--- src/rtl/nand_seq_pkg.sv ---
// Shared definitions for the nand gate sweep sequencer: state encoding and
// the golden nand model used by the checker.
package nand_seq_pkg;

    localparam logic [2:0] ST_IDLE   = 3'd0;
    localparam logic [2:0] ST_DRIVE  = 3'd1;
    localparam logic [2:0] ST_SETTLE = 3'd2;
    localparam logic [2:0] ST_SAMPLE = 3'd3;
    localparam logic [2:0] ST_DONE   = 3'd4;

    typedef enum logic [2:0] {
        IDLE   = ST_IDLE,
        DRIVE  = ST_DRIVE,
        SETTLE = ST_SETTLE,
        SAMPLE = ST_SAMPLE,
        DONE   = ST_DONE
    } state_e;

    function automatic logic nand_ref(input logic a, input logic b);
        return ~(a & b);
    endfunction

endpackage

--- src/rtl/nand_sweep_chk.sv ---
// Sample compare against the nand golden model, saturating mismatch counter
// and, when FIRST_FAIL_LOG_EN is defined, a latch of the first failing vector.
module nand_sweep_chk
    import nand_seq_pkg::*;
#(
    parameter int CNT_W = 8
) (
    input  logic             clk,
    input  logic             rst_n,
    input  logic             clr_i,
    input  logic             sample_i,
    input  logic             a_i,
    input  logic             b_i,
    input  logic             y_i,
`ifdef FIRST_FAIL_LOG_EN
    input  logic [1:0]       vec_i,
    output logic             fail_valid_o,
    output logic [1:0]       fail_vec_o,
    output logic             fail_y_o,
`endif
    output logic [CNT_W-1:0] err_cnt_o
);

    logic             mismatch;
    logic [CNT_W-1:0] err_cnt_q, err_cnt_d;

    assign mismatch = sample_i && (y_i != nand_ref(a_i, b_i));

    always_comb begin
        err_cnt_d = err_cnt_q;
        if (clr_i) begin
            err_cnt_d = '0;
        end else if (mismatch && (err_cnt_q != '1)) begin
            err_cnt_d = err_cnt_q + 1'b1;
        end
    end

    always_ff @(posedge clk or negedge rst_n) begin
        if (!rst_n) begin
            err_cnt_q <= '0;
        end else begin
            err_cnt_q <= err_cnt_d;
        end
    end

    assign err_cnt_o = err_cnt_q;

`ifdef FIRST_FAIL_LOG_EN
    logic       fail_valid_q, fail_valid_d;
    logic [1:0] fail_vec_q, fail_vec_d;
    logic       fail_y_q, fail_y_d;

    always_comb begin
        fail_valid_d = fail_valid_q;
        fail_vec_d   = fail_vec_q;
        fail_y_d     = fail_y_q;
        if (clr_i) begin
            fail_valid_d = 1'b0;
            fail_vec_d   = 2'b00;
            fail_y_d     = 1'b0;
        end else if (mismatch && !fail_valid_q) begin
            fail_valid_d = 1'b1;
            fail_vec_d   = vec_i;
            fail_y_d     = y_i;
        end
    end

    always_ff @(posedge clk or negedge rst_n) begin
        if (!rst_n) begin
            fail_valid_q <= 1'b0;
            fail_vec_q   <= 2'b00;
            fail_y_q     <= 1'b0;
        end else begin
            fail_valid_q <= fail_valid_d;
            fail_vec_q   <= fail_vec_d;
            fail_y_q     <= fail_y_d;
        end
    end

    assign fail_valid_o = fail_valid_q;
    assign fail_vec_o   = fail_vec_q;
    assign fail_y_o     = fail_y_q;
`endif

endmodule

--- src/rtl/nand_gate_sweep_ctrl.sv ---
// Sweep sequencer for a 2-input nand gate: drives A/B through 00,01,10,11
// REPEAT times, checks Y after a settle delay. FIRST_FAIL_LOG_EN adds fail_* ports.
//
//   state  | meaning
//   IDLE   | waiting for start
//   DRIVE  | register A/B from vec, load settle timer
//   SETTLE | count down SETTLE_CYC cycles while Y settles
//   SAMPLE | compare Y, advance vec/rep
//   DONE   | publish pass, pulse done
module nand_gate_sweep_ctrl
    import nand_seq_pkg::*;
#(
    parameter int SETTLE_CYC = 2,
    parameter int REPEAT     = 1,
    parameter int CNT_W      = 8
) (
    input  logic             clk,
    input  logic             rst_n,
    input  logic             start,
    input  logic             abort,
    output logic             a_o,
    output logic             b_o,
    input  logic             y_i,
    output logic             busy,
    output logic             done,
    output logic             pass,
`ifdef FIRST_FAIL_LOG_EN
    output logic             fail_valid,
    output logic [1:0]       fail_vec,
    output logic             fail_y,
`endif
    output logic [CNT_W-1:0] err_cnt
);

    localparam int SET_W = (SETTLE_CYC > 1) ? $clog2(SETTLE_CYC) : 1;
    localparam int REP_W = (REPEAT > 1) ? $clog2(REPEAT) : 1;

    state_e           state_q, state_d;
    logic [1:0]       vec_q, vec_d;
    logic [REP_W-1:0] rep_q, rep_d;
    logic [SET_W-1:0] settle_q, settle_d;
    logic             a_q, a_d, b_q, b_d;
    logic             busy_q, busy_d, done_q, done_d, pass_q, pass_d;
    logic             chk_clr, chk_sample;

    always_comb begin
        state_d    = state_q;
        vec_d      = vec_q;
        rep_d      = rep_q;
        settle_d   = settle_q;
        a_d        = a_q;
        b_d        = b_q;
        busy_d     = busy_q;
        done_d     = 1'b0;
        pass_d     = pass_q;
        chk_clr    = 1'b0;
        chk_sample = 1'b0;
        case (state_q)
            IDLE: begin
                if (start) begin
                    chk_clr = 1'b1;
                    pass_d  = 1'b0;
                    vec_d   = 2'b00;
                    rep_d   = '0;
                    busy_d  = 1'b1;
                    state_d = DRIVE;
                end
            end
            DRIVE, SETTLE, SAMPLE: begin
                // abort preempts the sample so err_cnt keeps its pre-abort value
                if (abort) begin
                    a_d     = 1'b0;
                    b_d     = 1'b0;
                    busy_d  = 1'b0;
                    pass_d  = 1'b0;
                    state_d = IDLE;
                end else if (state_q == DRIVE) begin
                    a_d      = vec_q[1];
                    b_d      = vec_q[0];
                    settle_d = SET_W'(SETTLE_CYC - 1);
                    state_d  = SETTLE;
                end else if (state_q == SETTLE) begin
                    if (settle_q == '0) begin
                        state_d = SAMPLE;
                    end else begin
                        settle_d = settle_q - 1'b1;
                    end
                end else begin
                    chk_sample = 1'b1;
                    if (vec_q != 2'b11) begin
                        vec_d   = vec_q + 2'b01;
                        state_d = DRIVE;
                    end else if (rep_q != REP_W'(REPEAT - 1)) begin
                        vec_d   = 2'b00;
                        rep_d   = rep_q + 1'b1;
                        state_d = DRIVE;
                    end else begin
                        state_d = DONE;
                    end
                end
            end
            DONE: begin
                done_d  = 1'b1;
                busy_d  = 1'b0;
                pass_d  = (err_cnt == '0);
                state_d = IDLE;
            end
            default: state_d = IDLE;
        endcase
    end

    always_ff @(posedge clk or negedge rst_n) begin
        if (!rst_n) begin
            state_q  <= IDLE;
            vec_q    <= 2'b00;
            rep_q    <= '0;
            settle_q <= '0;
            a_q      <= 1'b0;
            b_q      <= 1'b0;
            busy_q   <= 1'b0;
            done_q   <= 1'b0;
            pass_q   <= 1'b0;
        end else begin
            state_q  <= state_d;
            vec_q    <= vec_d;
            rep_q    <= rep_d;
            settle_q <= settle_d;
            a_q      <= a_d;
            b_q      <= b_d;
            busy_q   <= busy_d;
            done_q   <= done_d;
            pass_q   <= pass_d;
        end
    end

    nand_sweep_chk #(
        .CNT_W (CNT_W)
    ) u_chk (
        .clk          (clk),
        .rst_n        (rst_n),
        .clr_i        (chk_clr),
        .sample_i     (chk_sample),
        .a_i          (a_q),
        .b_i          (b_q),
        .y_i          (y_i),
`ifdef FIRST_FAIL_LOG_EN
        .vec_i        (vec_q),
        .fail_valid_o (fail_valid),
        .fail_vec_o   (fail_vec),
        .fail_y_o     (fail_y),
`endif
        .err_cnt_o    (err_cnt)
    );

    assign a_o  = a_q;
    assign b_o  = b_q;
    assign busy = busy_q;
    assign done = done_q;
    assign pass = pass_q;

endmodule
--- config.mk ---
export PLATFORM = sky130hd
export DESIGN_NAME = nand_gate_sweep_ctrl
export DESIGN_NICKNAME = d
export VERILOG_FILES = /design/src/rtl/nand_seq_pkg.sv /design/src/rtl/nand_sweep_chk.sv /design/src/rtl/nand_gate_sweep_ctrl.sv
export SDC_FILE = /design/constraint.sdc
export NUM_CORES = 1
export LEC_CHECK = 0
export ABC_AREA = 1
export BUFFER_PORTS_ARGS = -buffer_cell sky130_fd_sc_hd__buf_2
export CORE_UTILIZATION = 37
export CTS_BUF_LIST = sky130_fd_sc_hd__clkbuf_4 sky130_fd_sc_hd__clkbuf_8 sky130_fd_sc_hd__clkbuf_16
export DETAILED_ROUTE_END_ITERATION = 12
export PLACE_DENSITY = 0.64
export SETUP_SLACK_MARGIN = 0.1
export SLEW_MARGIN = 20
export SYNTH_ARGS = -nofsm -noshare
export SYNTH_HDL_FRONTEND = slang
export SYNTH_SLANG_ARGS = --single-unit
--- constraint.sdc ---
create_clock -name clk -period 4.55 [get_ports clk]
set_clock_uncertainty 0.2 [all_clocks]
set_input_delay 0.6825 -clock clk [delete_from_list [all_inputs] [get_ports clk]]
set_output_delay 0.6825 -clock clk [all_outputs]
set_load 0.01 [all_outputs]
==> impl_metrics.ini <==
[floorplanning]
die_w_um = 58.26
ios = 18
num_rows = 20
start_util_pct = 38.68
die_area_um2 = 3394
die_h_um = 58.26
core_area_um2 = 3028

[cts]
cts_resized = 0
cts_tree = yes
clk_pin_slew_worst_paths_ns = 0.12
cts_hold_buf = 0
post_cts_buffers = 0
clkLatencyLatePin_ns = 0.31
cts.path.max_buffers = 2
cts_buffers = 3
cts_root_buf = clkbuf_4
htreeDepth = 1
clock_sinks = 19

[critical_path]
worst-endpoint-arrival_ns = 1.00
required_ns = 3.67
startpoint_type = flop
rrSetupSlack_ns = 2.88
crit_buf_inv = 1
critPathMaxFanout = 8
crit_family = flip-flops
slowest_delay_ns = 0.51
slowest_stage = dfrtp_1
crit_path_end_kind = primary output
crit_type = flop to primary output
worstPathCellList = buf_2

[synth]
ys_seq_area_share_pct = 40.60
synth_cells = 163
syn_area_um2 = 1171
syn_area_per_cell_um2 = 7.185
syn_nets = 171
ys_top_cells_by_area = dfrtp_1 (41%), nand2_1 (16%), nand3_1 (9.0%)
yosys_warnings = 0
ys_ff_latch = 19
synth.largest_area_cell = dfrtp_1
netlist.area_leader.share_pct = 40.60
synth_cell_types = 22

[pwr]
peakVddDrop_mv = 0.1790
p_per_area_nw_per_um2 = 443.8
p_leak_nw = 0.7523

[global_routing]
grt_pass1_vias = 909
gr-total-overflow = 0
grt_util_all_layers_pct = 15.85
antenna_found_initial = 0
grt_pass1_wl_um = 4043
grt_max_degree = 20

[routing]
vias_per_cell = 4.649
wl_um = 2413
postRouteAntennaNets = 0
wl_per_cell_um = 10.72
vias = 1046
route.detailed.drc = 0
dr.pass1.iters = 4
drtIter0Drc = 49

[placement]
place.gp.congestion = 0.8841
place_ws_ns = 2.880
port_buffers = 17
dp_hpwl_um = 1836

[sta]
timing.final.ws_setup_ns = 2.666
fin_crit_ns = 1.884
rsz0062_at_grt = false
maxSlewHeadroom_pct = 71.42
hold_viol = 0
post-route-period-util_pct = 41.40
tightestPinTransition_ns = 0.4287
slew_violations = 0
tns_ns = 0
max_clock_freq_mhz = 530.9
setup_viol = 0

[finish]
layout-drive-gt1-share_pct = 17.13
fill_cells = 316
area_delta_synth_final_pct = 12.50
num_antenna_cells = 0
layout_common_cells = nand2_1 (49), inv_1 (24), nand3_1 (21)
final_common_cell = nand2_1
fin_nets = 190

[outcome]
outcome = complete, no violations

[job]
maxCapViolCount = 0

[hold_path]
hp-class = input port to asynchronous set/reset pin
final cells by class:
| type | instances | area [µm²] | share of cell area [%] |
|---|---|---|---|
| multi-input cells | 116 | 578.1 | 43.87 |
| flip-flops and latches | 19 | 475.5 | 36.09 |
| inverters | 25 | 93.84 | 7.123 |
| repair buffers | 17 | 85.08 | 6.458 |
| well taps | 44 | 55.05 | 4.179 |
| clock buffers | 3 | 22.52 | 1.709 |
| clock inverters | 1 | 7.507 | 0.5698 |
cell usage after synthesis (all sizes together):
cell and number:
inv 25, nor4 1, nor2 16, o21ai 11, clkbuf 1, nand2 54, nor3 3, buf 2
o211ai 1, dfrtp 19, xor2 1, a21oi 3, nand3 23, ha 3
report_power, final:
group | switching (mW) | total (mW) | internal [mW]
combinational | 0.164 | 0.249 | 0.0845
clock | 0.0592 | 0.0928 | 0.0336
sequential | 0.0369 | 0.243 | 0.206
total | 0.260 | 0.585 | 0.324
routing by layer:
layer | routed length [µm] | GRT usage (%) | share of wire (%)
met5 | 0 | 0 | 0
met4 | 43 | 7.143 | 1.8
met3 | 100 | 2.679 | 4.1
met2 | 1003 | 22.00 | 42
met1 | 1266 | 23.78 | 52
kinds of logic (layout without fill, tap and decap cells):
family / count (synthesis) / count (layout) / synth area share, %
AOI/OAI and AO/OA: 15 / 15 / 6.624
DFF: 19 / 19 / 40.60
and+or+nand+nor: 97 / 97 / 38.78
adders and majority gates: 3 / 3 / 3.205
xor gates and xnor gates: 1 / 1 / 0.7480
buffers and inverters: 28 / 46 / 10.04
metrics by stage:
step                      util, %  hold WS (ns)  instances  area (µm²)  power, mW
after CTS                   43.51        0.1044        225        1318     0.5877
after detailed placement    42.52        0.2694        221        1287     0.4949
final                       43.51       0.08653        225        1318     0.5847
after global routing        43.51       0.09990        225        1318     0.6400
after floorplan                 -        0.1869        163        1171     0.4329
after global placement      42.52        0.2516        221        1287     0.4880
flip-flops by register name, indices dropped and copies added, names as in the netlist:
| name | flops |
|---|---|
| busy | 1 |
| u_chk.err_cnt_o | 8 |
| settle_q | 1 |
| vec_q | 2 |
| a_o | 1 |
| done | 1 |
| state_q | 3 |
| b_o | 1 |
| pass | 1 |
worst paths after layout:
path,startpoint,end,cells past startpoint
hold / removal,rst_n,vec_q[0],1
hold reg to reg,busy,busy,2
max in group asynchronous,rst_n,busy,1
setup / recovery,u_chk.err_cnt_o[2],err_cnt[2],1
min in group clk,busy,busy,2
setup reg to reg,u_chk.err_cnt_o[1],u_chk.err_cnt_o[2],8
(Power assumes the default switching activity.)
